`src/rtl/alu_pkg.sv`:
```
// alu_pkg
//   Shared types for the ALU scheduler slice.
//   alu_op_t      : ALUControl encodings understood by the external 64-bit alu.
//                   The scheduler passes all codes through without decoding them.
//   sched_state_t : scheduler FSM state, also exported as a debug output.
//   next_rr       : round-robin pointer successor with wrap at nreq-1.
package alu_pkg;

    typedef enum logic [3:0] {
        ALU_AND   = 4'b0000,
        ALU_OR    = 4'b0001,
        ALU_ADD   = 4'b0010,
        ALU_SUB   = 4'b0110,
        ALU_PASSB = 4'b0111,
        ALU_NOR   = 4'b1100
    } alu_op_t;

    typedef enum logic [1:0] {
        IDLE  = 2'd0,
        ISSUE = 2'd1,
        RESP  = 2'd2
    } sched_state_t;

    // Successor of a grant index, wrapping to 0 after the last requester.
    function automatic int next_rr(input int idx, input int nreq);
        return (idx >= nreq - 1) ? 0 : idx + 1;
    endfunction

endpackage

```
`src/rtl/rr_arbiter.sv`:
```
// rr_arbiter
//   Purely combinational round-robin pick: starting at ptr_i and wrapping,
//   returns the first requester with req_i set.
// Ports
//   req_i  in   NREQ  request vector
//   ptr_i  in   PW    highest-priority index this round
//   gnt_o  out  NREQ  one-hot grant (0 when no request)
//   idx_o  out  PW    index of the granted requester (0 when no request)
//   any_o  out  1     at least one request present
module rr_arbiter #(
    parameter int NREQ = 2,
    parameter int PW   = $clog2(NREQ)
) (
    input  logic [NREQ-1:0] req_i,
    input  logic [PW-1:0]   ptr_i,
    output logic [NREQ-1:0] gnt_o,
    output logic [PW-1:0]   idx_o,
    output logic            any_o
);

    always_comb begin
        int          c;
        logic [PW-1:0] cidx;
        gnt_o = '0;
        idx_o = '0;
        any_o = 1'b0;
        c     = 0;
        cidx  = '0;
        for (int k = 0; k < NREQ; k++) begin
            // Candidate index (ptr + k) mod NREQ without a divider.
            c = int'(ptr_i) + k;
            if (c >= NREQ) begin
                c = c - NREQ;
            end
            cidx = PW'(c);
            if (!any_o && req_i[cidx]) begin
                any_o       = 1'b1;
                gnt_o[cidx] = 1'b1;
                idx_o       = cidx;
            end
        end
    end

endmodule

```
`src/rtl/alu_sched.sv`:
```
// alu_sched
//   Round-robin scheduler sharing one external ALU between NREQ requesters.
//   One operation is in flight at a time: IDLE -> ISSUE -> RESP -> (IDLE | ISSUE).
//   Operands are latched on accept and held on alu_* in every state; the alu
//   result is captured at the end of ISSUE and returned to the owner in RESP.
//
//   Handshake rule (both directions): a transfer happens on a rising edge where
//   valid and ready are both high for the same requester index. req_ready is
//   combinational and one-hot (or 0); resp_valid is registered and one-hot (or 0).
//   req_valid may be withdrawn at any time; data is sampled only in the
//   cycle req_ready is high. A returning result and a new accept can share a cycle.
//
// Ports
//   clk, reset                 clock, async active-high reset
//   req_valid/req_ready        per-requester op handshake
//   req_a/req_b/req_ctrl       packed per-requester operands and ALUControl
//   resp_valid/resp_ready      per-requester result handshake
//   resp_result/resp_zero      registered result and zero flag (shared bus)
//   alu_a/alu_b/alu_ctrl       to external alu
//   alu_result/alu_zero        from external alu (combinational)
//   busy                       scheduler not idle
//   dbg_state                  current FSM state (sched_state_t encoding)
module alu_sched
    import alu_pkg::*;
#(
    parameter int NREQ = 2,
    parameter int W    = 64
) (
    input  logic              clk,
    input  logic              reset,
    input  logic [NREQ-1:0]   req_valid,
    output logic [NREQ-1:0]   req_ready,
    input  logic [NREQ*W-1:0] req_a,
    input  logic [NREQ*W-1:0] req_b,
    input  logic [NREQ*4-1:0] req_ctrl,
    output logic [NREQ-1:0]   resp_valid,
    input  logic [NREQ-1:0]   resp_ready,
    output logic [W-1:0]      resp_result,
    output logic              resp_zero,
    output logic [W-1:0]      alu_a,
    output logic [W-1:0]      alu_b,
    output logic [3:0]        alu_ctrl,
    input  logic [W-1:0]      alu_result,
    input  logic              alu_zero,
    output logic              busy,
    output logic [1:0]        dbg_state
);

    localparam int PW = $clog2(NREQ);

    sched_state_t      state_q;
    logic [W-1:0]      a_q, b_q, res_q;
    logic [3:0]        ctrl_q;
    logic              zero_q;
    logic [PW-1:0]     rr_q, owner_q;
    logic [NREQ-1:0]   resp_valid_q;
    logic              busy_q;

    logic [NREQ-1:0]   arb_gnt;
    logic [PW-1:0]     arb_idx;
    logic              arb_any;

    logic              resp_hs;
    logic              accept_en;
    logic              grant;
    logic [W-1:0]      a_d, b_d;
    logic [3:0]        ctrl_d;
    logic [PW-1:0]     rr_d;

    rr_arbiter #(
        .NREQ (NREQ),
        .PW   (PW)
    ) u_arb (
        .req_i (req_valid),
        .ptr_i (rr_q),
        .gnt_o (arb_gnt),
        .idx_o (arb_idx),
        .any_o (arb_any)
    );

    // Result leaves when the owner takes it; other requesters' resp_ready is ignored.
    assign resp_hs   = (state_q == RESP) && resp_ready[owner_q];
    // A new op may be accepted from IDLE or in the same cycle the result is returned.
    assign accept_en = (state_q == IDLE) || resp_hs;
    // Reset also gates the combinational ready so nothing appears accepted during reset.
    assign grant     = accept_en && arb_any && !reset;
    assign req_ready = grant ? arb_gnt : '0;

    assign a_d    = req_a[int'(arb_idx)*W +: W];
    assign b_d    = req_b[int'(arb_idx)*W +: W];
    assign ctrl_d = req_ctrl[int'(arb_idx)*4 +: 4];
    assign rr_d   = PW'(next_rr(int'(arb_idx), NREQ));

    always_ff @(posedge clk or posedge reset) begin
        if (reset) begin
            state_q      <= IDLE;
            a_q          <= '0;
            b_q          <= '0;
            ctrl_q       <= '0;
            res_q        <= '0;
            zero_q       <= 1'b0;
            rr_q         <= '0;
            owner_q      <= '0;
            resp_valid_q <= '0;
            busy_q       <= 1'b0;
        end else begin
            // grant is only ever true in IDLE or on a RESP handshake.
            if (grant) begin
                a_q     <= a_d;
                b_q     <= b_d;
                ctrl_q  <= ctrl_d;
                owner_q <= arb_idx;
                rr_q    <= rr_d;
            end
            case (state_q)
                IDLE: begin
                    if (grant) begin
                        state_q <= ISSUE;
                        busy_q  <= 1'b1;
                    end
                end
                ISSUE: begin
                    res_q        <= alu_result;
                    zero_q       <= alu_zero;
                    resp_valid_q <= NREQ'(1) << owner_q;
                    state_q      <= RESP;
                end
                RESP: begin
                    if (resp_hs) begin
                        resp_valid_q <= '0;
                        if (grant) begin
                            state_q <= ISSUE;
                        end else begin
                            state_q <= IDLE;
                            busy_q  <= 1'b0;
                        end
                    end
                end
                default: begin
                    state_q <= IDLE;
                    busy_q  <= 1'b0;
                end
            endcase
        end
    end

    assign resp_valid  = resp_valid_q;
    assign resp_result = res_q;
    assign resp_zero   = zero_q;
    assign alu_a       = a_q;
    assign alu_b       = b_q;
    assign alu_ctrl    = ctrl_q;
    assign busy        = busy_q;
    assign dbg_state   = state_q;

endmodule
```
`config.mk`:
```
export PLATFORM = sky130hd
export DESIGN_NAME = alu_sched
export DESIGN_NICKNAME = d
export VERILOG_FILES = /design/src/rtl/alu_pkg.sv /design/src/rtl/rr_arbiter.sv /design/src/rtl/alu_sched.sv
export SDC_FILE = /design/constraint.sdc
export NUM_CORES = 1
export LEC_CHECK = 0
export CAP_MARGIN = 20
export CORE_AREA = 2 2 207 209
export DETAILED_ROUTE_END_ITERATION = 7
export DIE_AREA = 0 0 209 211
export RECOVER_POWER = 50
export SLEW_MARGIN = 25
export SYNTH_ARGS = -nofsm -noshare
export SYNTH_HDL_FRONTEND = slang
export SYNTH_SLANG_ARGS = --single-unit
export TNS_END_PERCENT = 50
```
`constraint.sdc`:
```
create_clock -name clk -period 20.9 [get_ports clk]
set_clock_uncertainty 0.1 [all_clocks]
set_input_delay 4.18 -clock clk [delete_from_list [all_inputs] [get_ports clk]]
set_output_delay 4.18 -clock clk [all_outputs]
set_load 0.005 [all_outputs]
```
Word level (Yosys, flattened, before mapping)
Cells that the tools add are included.
{ "op_classes": {"addsub": 4, "multipliers": 0, "n_div": 0, "magnitude_cmp": 8, "n_eq_ne": 5, "shifts": 4, "mux": 30, "bitwise": 2, "n_reduce_logical": 14} }
{ "ops": {"columns": ["cell", "count"], "rows": [
  ["indexed part select 128 x 8 -> 64 bit", 2],
  ["2-to-1 mux 1 bit", 19],
  ["2-to-1 mux 2 bit", 6],
  ["indexed part select 8 x 4 -> 4 bit", 1],
  ["logical AND 1 bit", 6],
  ["less-than comparator 1 x 2 -> 1 bit, second input constant", 3],
  ["!= test 2 bit, second input constant", 3],
  ["case mux 2 bit (3 select lines)", 1],
  ["case mux 2 bit (2 select lines)", 1],
  ["AND reduction 2 bit", 2],
  ["AND reduction 4 bit", 1],
  [">= comparator 1 bit, second input constant", 3],
  ["case mux 1 bit (3 select lines)", 1],
  ["adder 1 x 1 -> 2 bit, second input constant", 1],
  ["demux 1 bit (select 1 bit)", 2],
  ["equality test 2 x 1 -> 1 bit, second input constant", 1],
  ["equality test 2 bit, second input constant", 1],
  [">= comparator 1 x 2 -> 1 bit, second input constant", 1],
  [">= comparator 2 bit, second input constant", 1],
  ["zero test 1 bit", 2],
  ["zero test 2 bit", 1],
  ["OR 2 bit", 1],
  ["nonzero test 2 bit", 1],
  ["left shift 1 x 1 -> 2 bit, first input constant", 1],
  ["other kinds (4)", 5]
]} }
{ "word_totals": {"register_bits": 204, "latch_bits": 0, "mem_bits_rw": 0, "mem_bits_ro": 0, "inputBits": 335, "out_inout_bits": 204, "word_cells": 77, "mem_count": 0} }

Longest topological paths before layout
Gate-level depths: netlist of run 1.
{ "depth": {"word_depth": 13, "ltp_mapped": 8, "depth_no_buf": 5} }

Modules after synthesis
Synthesis of run 1 repeated with hierarchy kept, for this count alone.
{ "hier_totals": {"hier_cells": 742, "hier_area_um2": 9292.7} }
{ "modules_own_cells": {"columns": ["module", "instances", "cells_each", "area_each_um2", "seq_area_each_um2"], "rows": [
  ["alu_sched", 1, 737, 9260.1, 5104.9],
  ["rr_arbiter", 1, 5, 32.5, 0.0]
]} }

Worst setup path after synthesis of run 1
OpenSTA, ideal clock, no wires.
{ "synth_timing": {"kind": "input-to-output", "startpoint": "input port reset", "endpoint": "output port req_ready[0]", "arrival_ns": 5.154, "required_time_ns": 16.620, "setup_slack_ns": 11.466, "cell_stages": 6, "path_buffers": 2, "cell_sequence": "o21bai_1 a211o_1 buf_6 buf_6 inv_1 and2_1"} }
{ "synth_via": {"elab_chain_len": 3} }
{ "synth_lines": {"columns": ["element", "line", "rtl"], "rows": [
  ["from (decl)", "alu_sched.sv:30", "input logic reset,"],
  ["zero test 1 bit (no line)", null, null],
  ["logical AND 1 bit", "alu_sched.sv:86", "assign grant = accept_en && arb_any && !reset;"],
  ["2-to-1 mux 2 bit", "alu_sched.sv:87", "assign req_ready = grant ? arb_gnt : '0;"],
  ["to (decl)", "alu_sched.sv:32", "output logic [NREQ-1:0] req_ready,"]
]} }
No other way between the ends.

Worst setup path in the final report of run 1
{ "layout_timing": {"startpoint": "input port resp_ready[1]", "endpoint": "output port req_ready[0]"} }
{ "layout_via": {"elab_chain_len": 7} }
{ "layout_lines": {"columns": ["element", "line", "rtl"], "rows": [
  ["from (decl)", "alu_sched.sv:37", "input logic [NREQ-1:0] resp_ready,"],
  ["2-to-1 mux 1 bit (not written as such) (2 in a row)", "alu_sched.sv:82", "assign resp_hs = (state_q == RESP) && resp_ready[owner_q];"],
  ["logical AND 1 bit", "alu_sched.sv:82", null],
  ["logical OR 1 bit", "alu_sched.sv:84", "assign accept_en = (state_q == IDLE) || resp_hs;"],
  ["logical AND 1 bit (2 in a row)", "alu_sched.sv:86", null],
  ["2-to-1 mux 2 bit", "alu_sched.sv:87", null]
]} }
No other way between the ends. The select of a mux whose other input is x is not followed.

==> flow_summary_export.csv, run 1 <==
group,metric,value,unit
cts,cts_resized,0,
yosys,synth_top_area_cell,"dfrtp_1",
timing,rsz0062_at_grt,"false",
yosys,synth_fp_nets,1084,
global_routing,grt_pass1_wl,45530,um
cts,cts_tree,"yes",
global_routing,antenna_found_initial,2,
route,drc_errors,0,
global_routing,grtUsageTotal,13.17,%
yosys,synth_compound_area_share,8.434,%
layout,layout_common_cells,"401 x clkdlybuf4s50_1, 204 x dfrtp_1, 137 x dlygate4sd3_1",
timing,holdWs,0.3709,ns
route,firstDrtPassIters,6,
timing,finalCritPeriodShare,56.09,%
run_status,status,"finished, violations left",
cts,clk_pin_slew_worst_paths,0.05,ns
global_routing,grt_pass1_vias,7806,
place,port_buffers,538,
yosys,yosys.area_share.adder,0,%
cts,post_cts_buffers,0,
floorplan,rows,75,
global_routing,overflow,0,
layout,area_growth,75.21,%
pwr,pwr_density_cell,112.3,nW/um2
floorplan,chipHeight,211,um
critical_path,critPathLaunchType,"primary input",
route,topRoutingLayerUsed,"met4",
critical_path,arrival,7.44,ns
yosys,synth-xor-area-share,0,%
route,wl_met3,2487,um
yosys,synth_top_family_by_area,"multiplexers",
critical_path,crit_path_max_fanout,72,
hold_path,hp-class,"reg2reg",
critical_path,crit_type,"in2out",
global_routing,grt_max_degree,109,
route,ant_nets,0,
timing,max_freq,85.30,MHz
critical_path,cp-end-kind,"primary output",
cts,cts_buffer_depth,3,
yosys,yosys-top-cells-area,"dfrtp_1 58%, mux2i_1 15%, mux2_2 8.3%",
job,maxCapViolCount,3,
cts,insertion_delay,0.54,ns
floorplan,boundaryPins,539,
yosys,syn_inst,749,
layout,final_common_cell,"clkdlybuf4s50_1",
layout,drive_gt1_share,8.872,%
yosys,syn_area,8842,um2
yosys,ys_types,24,
yosys,synth-seq-cells,204,
cts,cts.sinks,204,
timing,hold_violations,0,
route,vias_per_cell,4.068,
timing,worstMarginPinSlew,3.672,ns
layout,layout.nets,1605,
yosys,seq_area_frac_synth,57.73,%
yosys,ys_warn_count,0,
yosys,synth_top_area_share,57.73,%
route,dr.first_iter.drc_count,293,
route,wl_met1,11770,um
yosys,synth-simple-area-share,6.396,%
route,wire_per_inst,16.33,um
pwr,p_leak,6.798,nW
place,hpwl,23050,um
floorplan,core_area,41760,um2
cts,cts-root-buf,"clkbuf_16",
run_status,violations,"capacitance limit, slew limit",
route,via_count,7429,
yosys,syn_area_per_cell,11.81,um2
cts,holdBufCountCts,0,
critical_path,critPathRequiredTime,16.62,ns
timing,relSlewSlack,-146.1,%
timing,finalSetupTns,0,ns
floorplan,initial_core_util,21.17,%
timing,post-route-min-period,11.72,ns
route,wl_met2,15000,um
floorplan,die_area,44100,um2
floorplan,die_width,209,um
route,totalWireLength,29820,um
yosys,synth.mux.area_fraction,23.33,%
place,gp_congestion,0.7922,
timing,setup_viol,0,
cts,htreeDepth,1,
cts,numCtsBuffers,25,
timing,slew_violations,216,
layout,fillers,4173,
pwr,vdd_drop_max,0.04958,mV
==> per-stage QoR <==
stage | cell area (um2) | setup slack (ns) | utilization (%) | cells | total power, mW
after floorplan | 8842 | 11.05 | - | 749 | 0.8869
after global placement | 14650 | 10.27 | 35.09 | 1781 | 1.344
after detailed placement | 14650 | 10.23 | 35.09 | 1781 | 1.356
after CTS | 15480 | 10.22 | 37.07 | 1823 | 1.805
after global routing | 15490 | 8.784 | 37.10 | 1826 | 1.860
final | 15490 | 9.177 | 37.10 | 1826 | 1.740
==> final timing paths <==
check / start / end / slack [ns] / cells after the start
worst min-delay path: alu_a[30]$_DFFE_PP0P_ / alu_a[30]$_DFFE_PP0P_ / 0.37 / 2
min in group asynchronous: reset / alu_a[41]$_DFFE_PP0P_ / 5.13 / 2
worst min register to register: alu_a[30]$_DFFE_PP0P_ / alu_a[30]$_DFFE_PP0P_ / 0.37 / 2
worst max-delay path: resp_ready[1] / req_ready[0] / 9.18 / 6
worst max register to register: owner_q$_DFFE_PP0P_ / alu_ctrl[2]$_DFFE_PP0P_ / 17.23 / 4
max in group asynchronous: reset / alu_b[49]$_DFFE_PP0P_ / 11.48 / 3
==> layout make-up <==
cell class	instances	area, um2	share of cell area (%)
inverters	5	20.02	0.1292
clock inverters	6	98.84	0.6380
diodes	2	5.005	0.03230
repair buffers	547	5469	35.30
flip-flops and latches	204	5105	32.95
clock buffers	36	726.9	4.692
multi-input cells	487	3393	21.90
well taps	539	674.4	4.353
==> power breakdown <==
part | switching (mW) | total [mW] | internal [mW]
Clock | 0.167 | 0.433 | 0.266
Combinational | 0.246 | 0.665 | 0.419
Sequential | 0.0858 | 0.643 | 0.557
Total | 0.499 | 1.74 | 1.24
==> critical path, stage by stage <==
cell,delay (ns)
dlygate4sd3_1,0.58
mux2i_1,0.25
a211o_1,1.50
inv_1,0.26
and2_1,0.25
clkdlybuf4s50_1,0.43
==> synthesized netlist by cell type <==
cell type  instances
a211o_1            1
a21o_1             2
a21oi_1            3
a221oi_1           1
a31oi_1            1
and2_1             1
buf_1              2
buf_2             20
buf_6             16
clkbuf_1          15
dfrtp_1          204
inv_1              5
mux2_2            65
mux2i_1          133
nand2_1          133
nand2b_1           1
nand3b_1           2
nor2_1             4
nor2_4             1
nor2b_1            2
o21ai_0            4
o21ai_1          130
o21bai_1           2
o22ai_1            1
==> sequential cells by signal, indices dropped and copies added (netlist names), 2 cells and up <==
| register | count |
|---|---|
| resp_valid | 2 |
| alu_ctrl | 4 |
| alu_a | 64 |
| dbg_state | 2 |
| resp_result | 64 |
| alu_b | 64 |
==> cell families after synthesis <==
logic type,Yosys count
AND/OR/NAND/NOR,144
multiplexers,198
flip-flops,204
buffers and inverters,58
AO/OA/AOI/OAI,145
==> routing by layer <==
layer  vias up  track usage (%)
met5         -                0
met3        36            3.895
met1      3447            15.79
met2       317            22.80
met4         0            3.966
li1       3629                -
No activity file was read; power rests on OpenSTA's default activity.
==> inputs of run 2 (changes only) <==
CORE_AREA = 2 2 209 211   (was 2 2 207 209)
DIE_AREA = 0 0 211 213   (was 0 0 209 211)
clock period = 11.8 ns   (was 20.9 ns; I/O delays follow)
==> run 2 against run 1 <==
Against the previous run: the flow still finishes with violations (capacitance limit, slew limit); first-iteration DRC count up 21%; setup slack got worse by 6.0 ns; sequential share of layout area barely moved; critical path type unchanged; critical endpoint unchanged; largest cell class unchanged.
==> flow_summary_export.csv, run 2 (same netlist as run 1, synthesis figures left out) <==
group,metric,value,unit
run_status,status,"finished, violations left",
run_status,violations,"capacitance limit, slew limit",
pwr,pwr_density_cell,197.0,nW/um2
layout,area_growth,74.98,%
critical_path,crit_start,"req_valid[0]",
floorplan,die_width,211,um
place,gp_congestion,0.7497,
pwr,p_leak,6.822,nW
layout,layout_common_cells,"382 x clkdlybuf4s50_1, 204 x dfrtp_1, 156 x dlygate4sd3_1",
cts,htreeDepth,1,
route,via_count,7341,
critical_path,endpoint,"req_ready[0]",
global_routing,grtUsageMet3,3.795,%
layout,final_common_cell,"clkdlybuf4s50_1",
critical_path,crit_buf_inv,4,
critical_path,cp_common_cell,"clkdlybuf4s50_1",
timing,max_freq,115.4,MHz
global_routing,grt.busiest_layer,"met2",
critical_path,reg2reg_depth,3,
timing,finalWorstSetupSlack,3.135,ns
cts,cts-root-buf,"clkbuf_16",
route,firstDrtPassIters,4,
critical_path,reg2reg_slack,7.05,ns
critical_path,arrival,6.20,ns
cts,post_cts_buffers,0,
critical_path,crit_type,"in2out",
place,hpwl,22520,um
global_routing,gr-usage-met2,21.77,%
timing,finalCritPeriodShare,73.43,%
job,maxCapViolCount,4,
route,wire_per_inst,16.00,um
timing,holdWs,0.3767,ns
global_routing,antenna_found_initial,0,
layout,n_antenna_cell,0,
route,dr.first_iter.drc_count,354,
cts,numCtsBuffers,25,
critical_path,rr_startpoint,"dbg_state[0]$_DFFE_PP0P_",
layout,drive_gt1_share,8.851,%
cts,clk_pin_slew_worst_paths,0.06,ns
critical_path,slowest_stage,"clkbuf_1",
cts,holdBufCountCts,0,
timing,post-route-min-period,8.665,ns
global_routing,grt_max_degree,101,
layout,layout.nets,1605,
global_routing,grt_pass1_wl,43550,um
route,totalWireLength,29350,um
floorplan,rows,76,
critical_path,cp.depth,6,
timing,setup_viol,0,
global_routing,overflow,0,
timing,worstMarginPinSlew,4.637,ns
cts,cts_resized,0,
route,drc_errors,0,
floorplan,initial_core_util,20.71,%
layout,fin_util,36.24,%
critical_path,slowest_delay,2.32,ns
timing,finalSetupTns,0,ns
timing,rsz0062_at_grt,"false",
route,vias_per_cell,4.003,
place,dp_slack,4.933,ns
hold_path,hp-class,"reg2reg",
timing,relSlewSlack,-210.8,%
pwr,vdd_drop_max,0.08031,mV
critical_path,path_delay_family,"buffers and inverters",
global_routing,grtUsageTotal,12.43,%
timing,hold_violations,0,
floorplan,die_area,44940,um2
cts,cts_tree,"yes",
global_routing,met1_usage,14.73,%
timing,slew_violations,217,
route,ant_nets,0,
cts,cts.sinks,204,
global_routing,grt_pass1_vias,7495,
cts,insertion_delay,0.53,ns
critical_path,critPathLaunchType,"primary input",
place,port_buffers,538,
critical_path,cp-end-kind,"primary output",
cts,cts_buffer_depth,3,
floorplan,core_area,42700,um2
critical_path,critical_path.cell_chain,"clkdlybuf4s50_1 > inv_1 > o21ai_4 > clkbuf_1 > and2_1 > clkdlybuf4s50_1",
critical_path,critPathRequiredTime,9.34,ns
critical_path,worstReg2RegEnd,"resp_result[1]$_DFFE_PP0P_",
floorplan,chipHeight,213,um
critical_path,crit_path_max_fanout,44,
floorplan,boundaryPins,539,
==> run 2: power by group <==
group          leakage (nW)  internal [mW]  total [mW]  switching [mW]
Combinational          3.95          0.715        1.14           0.429
Sequential             2.47          0.986        1.14           0.153
Clock                 0.402          0.467       0.766           0.299
Total                  6.82           2.17        3.05           0.881
==> run 2: worst min-delay path, delay by kind of cell, from the launching register on <==
family	cells	cell delay [ns]
simple gates	1	0.05
flops	1	0.33
compound gates	1	0.06
==> run 2: cell type report <==
type,instances,area [um2]
Sequential cell,204,5105
Inverter,5,20.02
Clock inverter,8,103.9
Clock buffer,37,720.7
Timing Repair Buffer,547,5445
Fill cell,4286,27220
Multi-Input combinational cell,487,3395
Tap cell,546,683.2
==> run 2: worst min-delay path by stage <==
stage | start | to | slack (ns) | depth (start not counted)
2_1_floorplan | rr_q$_DFFE_PP0P_ | rr_q$_DFFE_PP0P_ | 0.36 | 2
3_3_place_gp | alu_ctrl[2]$_DFFE_PP0P_ | alu_ctrl[2]$_DFFE_PP0P_ | 0.37 | 2
3_5_place_dp | alu_b[2]$_DFFE_PP0P_ | alu_b[2]$_DFFE_PP0P_ | 0.37 | 2
4_1_cts | alu_a[22]$_DFFE_PP0P_ | alu_a[22]$_DFFE_PP0P_ | 0.39 | 2
5_1_grt | alu_a[29]$_DFFE_PP0P_ | alu_a[29]$_DFFE_PP0P_ | 0.40 | 2
6_report | alu_a[44]$_DFFE_PP0P_ | alu_a[44]$_DFFE_PP0P_ | 0.38 | 2
==> run 2: per-layer routing <==
metal	vias up	routed length [um]
met5	-	0
met4	0	494
met3	31	2589
met2	315	14610
met1	3348	11650
li1	3647	-
==> run 2: stage by stage <==
| step | total power [mW] | instance area, um2 | cells |
|---|---|---|---|
| after detailed placement | 2.396 | 14670 | 1789 |
| after floorplan | 1.571 | 8842 | 749 |
| after global placement | 2.380 | 14670 | 1789 |
| after global routing | 3.253 | 15470 | 1834 |
| after CTS | 3.189 | 15490 | 1834 |
| final | 3.049 | 15470 | 1834 |
==> inputs of run 3 (changes only) <==
clock period = 8.3 ns   (was 11.8 ns; I/O delays follow)
==> run 3 against run 2 <==
Against the previous run: non-clock buffer count increased by 1; power is 42% higher; sequential power is 42% higher; routed wire length up 0.31%; critical path type unchanged; clock-buffer cell count up 2; clock power increased by 36%; utilization about the same; register-to-register slack got worse by 2.9 ns; sequential cell count stayed put; design area is essentially flat; the flow still finishes with violations (capacitance limit, slew limit); critical endpoint unchanged; combinational power increased by 46%.
==> flow_summary_export.csv, run 3 (same netlist as run 1, synthesis figures left out) <==
group,metric,value,unit
hold_path,hp-class,"reg2reg",
job,maxCapViolCount,2,
place,placed_cells,1788,
critical_path,crit_buf_inv,3,
layout,layout_common_cells,"463 x clkdlybuf4s50_1, 204 x dfrtp_1, 133 x mux2i_1, 133 x nand2_1, 105 x o21ai_1",
global_routing,overflow,0,
layout,n_antenna_cell,0,
pwr,pwr_density_cell,279.8,nW/um2
cts,numCtsBuffers,25,
floorplan,boundaryPins,539,
pwr,p_leak,6.766,nW
hold_path,hold_path.startpoint,"alu_a[43]$_DFFE_PP0P_",
pwr,vdd_drop_max,0.1220,mV
floorplan,rows,76,
timing,slew_violations,139,
pwr,netSwitchingFraction,28.82,%
pwr,p_seq_share,37.4,%
critical_path,slowest_delay,0.60,ns
global_routing,grt_max_degree,108,
timing,max_freq,173.0,MHz
critical_path,slowest_stage,"a211o_4",
place,port_buffers,538,
run_status,violations,"capacitance limit, slew limit",
critical_path,path_delay_family,"buffers and inverters",
place,gp_congestion,0.7686,
critical_path,cp-end-kind,"primary output",
route,ant_nets,0,
critical_path,critPathLaunchType,"primary input",
pwr,p_clk_share,24.0,%
global_routing,grtUsageTotal,12.35,%
layout,fin_util,36.26,%
critical_path,critPathRequiredTime,6.54,ns
place,hpwl,22510,um
layout,layout.cells.non_filler,1834,
route,drc_errors,0,
global_routing,grt_pass1_vias,7559,
timing,finalSetupTns,0,ns
hold_path,worstHoldPathCells,2,
global_routing,grt_pass1_wl,43250,um
route,via_count,7379,
cts,insertion_delay,0.53,ns
floorplan,die_width,211,um
critical_path,crit_path_max_fanout,71,
timing,finalCritPeriodShare,69.64,%
timing,setup_viol,0,
floorplan,initial_core_util,20.71,%
cts,clk_pin_slew_worst_paths,0.06,ns
cts,holdBufCountCts,0,
place,dp_slack,2.596,ns
critical_path,arrival,4.02,ns
layout,layout.nets,1606,
run_status,status,"finished, violations left",
floorplan,chipHeight,213,um
timing,worstMarginPinSlew,3.576,ns
cts,post_cts_buffers,0,
pwr,pwr-share-comb,38.6,%
route,firstDrtPassIters,4,
route,totalWireLength,29440,um
cts,cts.sinks,204,
layout,final_common_cell,"clkdlybuf4s50_1",
timing,post-route-min-period,5.780,ns
timing,rsz0062_at_grt,"false",
layout,drive_gt1_share,8.851,%
cts,cts_buffer_depth,3,
timing,hold_violations,0,
hold_path,hold_path_end,"alu_a[43]$_DFFE_PP0P_",
cts,cts_resized,0,
critical_path,reg2reg_depth,3,
timing,finalWorstSetupSlack,2.520,ns
floorplan,die_area,44940,um2
layout,area_growth,75.09,%
critical_path,rr_startpoint,"dbg_state[0]$_DFFE_PP0P_",
critical_path,worstReg2RegEnd,"resp_result[19]$_DFFE_PP0P_",
pwr,power.internal,3.084,mW
route,vias_per_cell,4.023,
timing,relSlewSlack,-138.4,%
route,dr.first_iter.drc_count,235,
cts,cts-root-buf,"clkbuf_16",
cts,cts_tree,"yes",
global_routing,antenna_found_initial,0,
cts,htreeDepth,1,
pwr,total_power,4.332,mW
floorplan,core_area,42700,um2
critical_path,crit_type,"in2out",
critical_path,critical_path.cell_chain,"dlygate4sd3_1 > mux2i_1 > a211o_4 > inv_1 > and2_1 > clkdlybuf4s50_1",
pwr,p_sw,1.248,mW
route,wire_per_inst,16.05,um
critical_path,reg2reg_slack,4.15,ns
[run 3: changes by cell type in the layout (fill, tap and decap cells not counted), sizes merged]
| cell | delta |
|---|---|
| clkbuf | +2 |
| dlygate4sd3 | -81 |
| bufinv | -2 |
| clkinv | +1 |
| inv | -2 |
| clkdlybuf4s50 | +81 |
| buf | +1 |
[run 3: metrics by stage]
step	instance area [um2]	hold slack, ns
after CTS	15440	0.3866
after global routing	15480	0.4012
after detailed placement	14660	0.3742
after floorplan	8842	0.3600
final	15480	0.3717
after global placement	14660	0.3652
[run 3: worst max-delay path by stage]
stage / depth (start not counted) / from / slack, ns / end
final: 6 / resp_ready[1] / 2.52 / req_ready[0]
after global routing: 6 / resp_ready[1] / 2.35 / req_ready[0]
after CTS: 6 / resp_ready[1] / 2.59 / req_ready[0]
after detailed placement: 6 / resp_ready[1] / 2.60 / req_ready[0]
after global placement: 6 / resp_ready[1] / 2.66 / req_ready[0]
after floorplan: 1 / reset / 0.97 / alu_a[0]$_DFFE_PP0P_
[run 3: worst reg2reg max path, cell delays in order (launching register included)]
cell      delay [ns]
dfrtp_1         0.55
nor2b_1         0.29
clkbuf_1        2.53
mux2_2          0.57
[run 3: layout make-up]
type	count	area [um2]
Fill cell	4274	27210
Timing Repair Buffer	548	5497
Clock buffer	39	748.2
Tap cell	546	683.2
Multi-Input combinational cell	487	3395
Sequential cell	204	5105
Clock inverter	5	35.03
Inverter	5	20.02
[run 3: metal layers]
layer | track usage [%] | part of all wire (%) | up-vias | wire, um
met5 | 0 | 0 | - | 0
met4 | 3.861 | 2.3 | 0 | 665
met3 | 3.780 | 8.7 | 37 | 2551
met2 | 21.95 | 50 | 306 | 14780
met1 | 14.19 | 39 | 3398 | 11450
li1 | - | - | 3638 | -
[run 3: power by group through the flow]
| stage | sequential, mW | clock [mW] | combinational, mW |
|---|---|---|---|
| finish | 1.62 | 1.04 | 1.67 |
| global route | 1.68 | 1.12 | 1.82 |
| CTS | 1.64 | 1.08 | 1.76 |
| detailed placement | 1.65 | 0 | 1.76 |
| global placement | 1.63 | 0 | 1.75 |
| floorplan | 1.65 | 0 | 0.578 |
